==> src/rtl/act_pack_writeback.sv <==
// rtl/act_pack_writeback.sv - packs binarized neuron bits LSB-first into words and writes them to an activation bank
module act_pack_writeback #(
    parameter int ADDR_LEN = 10,
    parameter int PACK_W   = 8,
    parameter int SEL_LEN  = 2,
    parameter int CNT_LEN  = 11
) (
    input  logic                clk,
    input  logic                rst,
    input  logic                start,
    input  logic [CNT_LEN-1:0]  layer_len,
    input  logic [SEL_LEN-1:0]  bank,
    input  logic                bit_valid,
    input  logic                bit_in,
    output logic                busy,
    output logic                mem_we,
    output logic [ADDR_LEN-1:0] mem_addr,
    output logic [PACK_W-1:0]   mem_wdata,
    output logic [SEL_LEN-1:0]  mem_sel,
    output logic                done,
    output logic                ovf
);

    localparam int IDX_W = (PACK_W > 1) ? $clog2(PACK_W) : 1;

    typedef enum logic [1:0] {
        S_IDLE,
        S_COLLECT,
        S_FLUSH,
        S_DONE
    } state_t;

    state_t state, state_nx;

    logic [CNT_LEN-1:0]  len_q, len_nx;
    logic [CNT_LEN-1:0]  count, count_nx;
    logic [PACK_W-1:0]   pack, pack_nx;
    logic [ADDR_LEN-1:0] waddr, waddr_nx;

    logic                busy_nx, we_nx, done_nx, ovf_nx;
    logic [ADDR_LEN-1:0] addr_nx;
    logic [PACK_W-1:0]   wdata_nx;
    logic [SEL_LEN-1:0]  sel_nx;

    logic               start_ok, take, last_bit, word_end;
    logic [IDX_W-1:0]   idx;
    logic [PACK_W-1:0]  word_full;

    assign start_ok  = (state == S_IDLE) && start;
    assign take      = (state == S_COLLECT) && bit_valid;
    assign idx       = count[IDX_W-1:0];
    assign last_bit  = take && ((count + 1'b1) == len_q);
    assign word_end  = take && (idx == IDX_W'(PACK_W - 1));
    // The current bit is merged in so a completed word can leave in the same edge it finishes.
    assign word_full = pack | (PACK_W'(bit_in) << idx);

    always_ff @(posedge clk or posedge rst) begin
        if (rst) begin
            state <= S_IDLE;
        end else begin
            state <= state_nx;
        end
    end

    always_comb begin
        state_nx = state;
        case (state)
            S_IDLE: begin
                if (start) begin
                    state_nx = (layer_len == '0) ? S_DONE : S_COLLECT;
                end
            end
            S_COLLECT: begin
                if (last_bit) begin
                    state_nx = S_FLUSH;
                end
            end
            S_FLUSH: state_nx = S_DONE;
            S_DONE:  state_nx = S_IDLE;
            default: state_nx = S_IDLE;
        endcase
    end

    always_comb begin
        busy_nx  = (state_nx != S_IDLE);
        done_nx  = (state_nx == S_DONE);
        we_nx    = take && (word_end || last_bit);
        addr_nx  = we_nx ? waddr : mem_addr;
        wdata_nx = we_nx ? word_full : mem_wdata;
        sel_nx   = start_ok ? bank : mem_sel;
        // A stray bit coincident with an accepted start wins over the start's clear.
        if (start_ok) begin
            ovf_nx = bit_valid;
        end else begin
            ovf_nx = ovf | (bit_valid && (state != S_COLLECT));
        end

        len_nx   = len_q;
        count_nx = count;
        pack_nx  = pack;
        waddr_nx = waddr;
        if (start_ok) begin
            len_nx   = layer_len;
            count_nx = '0;
            pack_nx  = '0;
            waddr_nx = '0;
        end else if (take) begin
            count_nx = count + 1'b1;
            pack_nx  = word_end ? '0 : word_full;
            if (word_end && !last_bit) begin
                waddr_nx = waddr + 1'b1;
            end
        end
    end

    always_ff @(posedge clk or posedge rst) begin
        if (rst) begin
            len_q     <= '0;
            count     <= '0;
            pack      <= '0;
            waddr     <= '0;
            busy      <= 1'b0;
            mem_we    <= 1'b0;
            mem_addr  <= '0;
            mem_wdata <= '0;
            mem_sel   <= '0;
            done      <= 1'b0;
            ovf       <= 1'b0;
        end else begin
            len_q     <= len_nx;
            count     <= count_nx;
            pack      <= pack_nx;
            waddr     <= waddr_nx;
            busy      <= busy_nx;
            mem_we    <= we_nx;
            mem_addr  <= addr_nx;
            mem_wdata <= wdata_nx;
            mem_sel   <= sel_nx;
            done      <= done_nx;
            ovf       <= ovf_nx;
        end
    end

endmodule

==> config.mk <==
export PLATFORM = sky130hd
export DESIGN_NAME = act_pack_writeback
export DESIGN_NICKNAME = d
export VERILOG_FILES = /design/src/rtl/act_pack_writeback.sv
export SDC_FILE = /design/constraint.sdc
export NUM_CORES = 1
export LEC_CHECK = 0
export ABC_AREA = 1
export CAP_MARGIN = 0
export CORE_ASPECT_RATIO = 1.2
export CORE_MARGIN = 5
export CORE_UTILIZATION = 55
export CTS_BUF_LIST = sky130_fd_sc_hd__clkbuf_16
export DETAILED_ROUTE_END_ITERATION = 8
export GPL_TIMING_DRIVEN = 0
export PLACE_DENSITY = 0.84
export SYNTH_ARGS = -nofsm -noshare
export SYNTH_HDL_FRONTEND = slang
export SYNTH_SLANG_ARGS = --single-unit
==> constraint.sdc <==
create_clock -name clk -period 6.8 [get_ports clk]
set_input_delay 1.7 -clock clk [delete_from_list [all_inputs] [get_ports clk]]
set_output_delay 1.7 -clock clk [all_outputs]
set_load 0.02 [all_outputs]
==> qor.yml <==
outcome:
  status: "complete, no violations"
sta:
  tightestPinTransition_ps: 650.0
  period_share_pct: 49.06
  relSlewSlack_pct: 56.61
  finalSetupTns_ps: 0
  skew_ps: 4.205
  rsz0062_at_grt: "no"
  period_minus_slack_ps: 3336
  fmax_mhz: 299.8
  setup_violations: 0
  finalHoldViolations: 0
  slew_violations: 0
  whs_ps: 497.7
power:
  p_switching_uw: 672.4
  power_frac_seq_pct: 35.7
  clkPwrFrac_pct: 25.5
  peakVddDrop_v: 0.0002339
  powerDensity_nw_per_um2: 393.0
  swShare_pct: 39.50
  p_int_uw: 1030
  leakagePower_uw: 0.002065
  pwr-share-comb_pct: 38.9
routing:
  vias_per_cell: 5.421
  dr_total_vias: 3209
  drtIter0Drc: 203
  drc: 0
  ant_nets: 0
  wirelength_mm: 8.634
  wl_per_cell_um: 14.58
  dr.pass1.iters: 4
worst_setup_path:
  crit_slowest_cell: "clkdlybuf4s50_1"
  r2r.worst_path.cells: 12
  crit_top_cell: "nand2_1"
  critPathKind: "input port to flip-flop"
  crit_required_ps: 7010
  worstPathCellList: "clkdlybuf4s50_1 -> inv_1 -> nor2_2 -> inv_1 -> nand2_1 -> clkinv_1 -> nor2_1 -> nand2_1 -> buf_4 -> nand2_1 -> o21ai_2"
  slowest_delay_ps: 450
  worstPathMaxFanout: 10
  critPathLaunchType: "input port"
  critPathCaptureType: "flip-flop"
  cp.arrival_ps: 3550
synthesis:
  synth_common_cells: "123 x nand2_1, 78 x nand3_1, 66 x dfrtp_1"
  synthFlopType: "dfrtp_1"
  ys_seq_area_share_pct: 46.94
  syn_avg_cell_area_um2: 7.819
  yosysTopAreaCell: "dfrtp_1"
  synth_cell_types: 35
  synth_edf_count: 0
  syn_nets: 471
  synth_top_area_share_pct: 46.94
  synth.most_common_cell: "nand2_1"
  synth_area_um2: 3518
  ys_warn_count: 0
  ys_seq_elements: 66
  postSynthCellCount: 450
  ys_async_sr_fraction_pct: 100.0
  synth_area_leaders: "dfrtp_1 47%, nand2_1 13%, nand3_1 11%"
die:
  die_area_um2: 8103
  fp.dieW_um: 83.01
  top_level_ports: 42
  die_y_um: 97.62
  core_area_um2: 6326
  initial_utilization_pct: 55.62
  rows: 32
finish:
  num-fill-cells: 526
  finalInstanceArea_um2: 4332
  syn2layout_area_growth_pct: 23.12
  num_antenna_cells: 0
  final_layout_size_suffix_gt1_share_pct: 10.45
  final_nets: 524
clocking:
  clock_sinks: 66
  postCtsSetupRepairBufs: 0
  clockRootBuffer: "clkbuf_16"
  cts_hold_buf: 0
  cts.clk_slew.worst_paths_ps: 50
  clk_path_buf_depth: 2
  cts_tree: "yes"
  ctsResizeCount: 0
  cts_max_level: 3
  cts_buffers: 9
  insertion_delay_ps: 330
grt:
  grt_pass1_vias: 3253
  antenna_found_initial: 0
  grt_usage_pct: 22.45
  grt-ovfl-total: 0
  grt_max_degree: 38
  grt_pass1_wl_mm: 14.84
hold_path:
  hold_depth: 1
  hold_class: "flip-flop to flip-flop"
run:
  maxCapViolCount: 0
place:
  finalWeightedCongestion: 0.8790
  post-dp-hpwl_mm: 5.981
  postPlaceCellArea_um2: 4055
  io_buffers: 41
-- cell families after synthesis --
| kind of cell | synth area share (%) |
|---|---|
| fa+ha+maj | 1.067 |
| flops | 46.94 |
| simple gates | 32.89 |
| xor+xnor | 0.4980 |
| buf+inv | 8.393 |
| compound gates | 10.21 |
-- final cells by class --
type                            instances  area [um^2]  area share, %
Sequential cell                        66         1652          38.13
Buffer                                 15        85.08          1.964
Multi-Input combinational cell        313         1572          36.28
Timing Repair Buffer                   42        430.4          9.936
Tap cell                               85        106.4          2.455
Clock buffer                            9        225.2          5.199
Clock inverter                          6        51.30          1.184
Inverter                               56        210.2          4.853
-- state kept, by name (all words and copies together) (netlist names), 2 cells and up --
signal / flops
waddr: 10
len_q: 11
pack: 8
mem_addr: 10
state: 2
mem_sel: 2
mem_wdata: 8
count: 11
-- power groups by stage --
stage               clock network, uW  logic, uW  registers [uW]
global placement                    0        627             602
detailed placement                  0        647             606
floorplan                           0        420             628
global route                      457        743             620
CTS                               438        660             604
finish                            434        661             607
-- cells in the final DEF, fill, tap and decap left out, types with 5 or more instances in the layout --
| cell type | instances |
|---|---|
| inv_1 | 52 |
| dfrtp_1 | 66 |
| nor2_1 | 22 |
| clkbuf_16 | 9 |
| nand2_2 | 7 |
| o21ai_0 | 23 |
| a21oi_1 | 9 |
| nor2_2 | 5 |
| o41ai_1 | 6 |
| nand2_1 | 123 |
| nand3_1 | 78 |
| clkbuf_1 | 8 |
| o21ai_2 | 9 |
| clkdlybuf4s50_1 | 41 |
-- path summary, 6_finish.rpt --
path | startpoint | to | slack, ps
max | bit_valid | waddr[2] | 3460
min | pack[7] | pack[7] | 500
max reg2reg | count[1] | mem_wdata[4] | 4270
min reg2reg | pack[7] | pack[7] | 500
max in group asynchronous | rst | mem_addr[5] | 4400
min in group asynchronous | rst | mem_wdata[6] | 1790
-- stage by stage --
stage | setup slack (ps) | power, uW | util, % | cells
after global routing | 3275 | 1820 | 68.47 | 592
after detailed placement | 3135 | 1254 | 64.10 | 577
after global placement | 2327 | 1228 | 63.79 | 576
after CTS | 3479 | 1702 | 68.47 | 592
final | 3464 | 1702 | 68.47 | 592
after floorplan | 3445 | 1048 | - | 450
-- worst max-delay path: cells and delay by family --
kind | cells | cell delay, ps
AOI/OAI and AO/OA | 1 | 50
buffers and inverters | 5 | 1020
and+or+nand+nor | 5 | 770
-- routing by layer --
layer	routed length (um)	part of all wire, %	vias to the layer above	GRT usage [%]
met5	0	0	-	0
met3	334	3.9	24	3.986
met1	3717	43	1510	27.81
li1	-	-	1582	-
met2	4279	50	93	36.85
met4	303	3.5	0	12.45
Note: power is estimated with default switching activity, not from simulation.
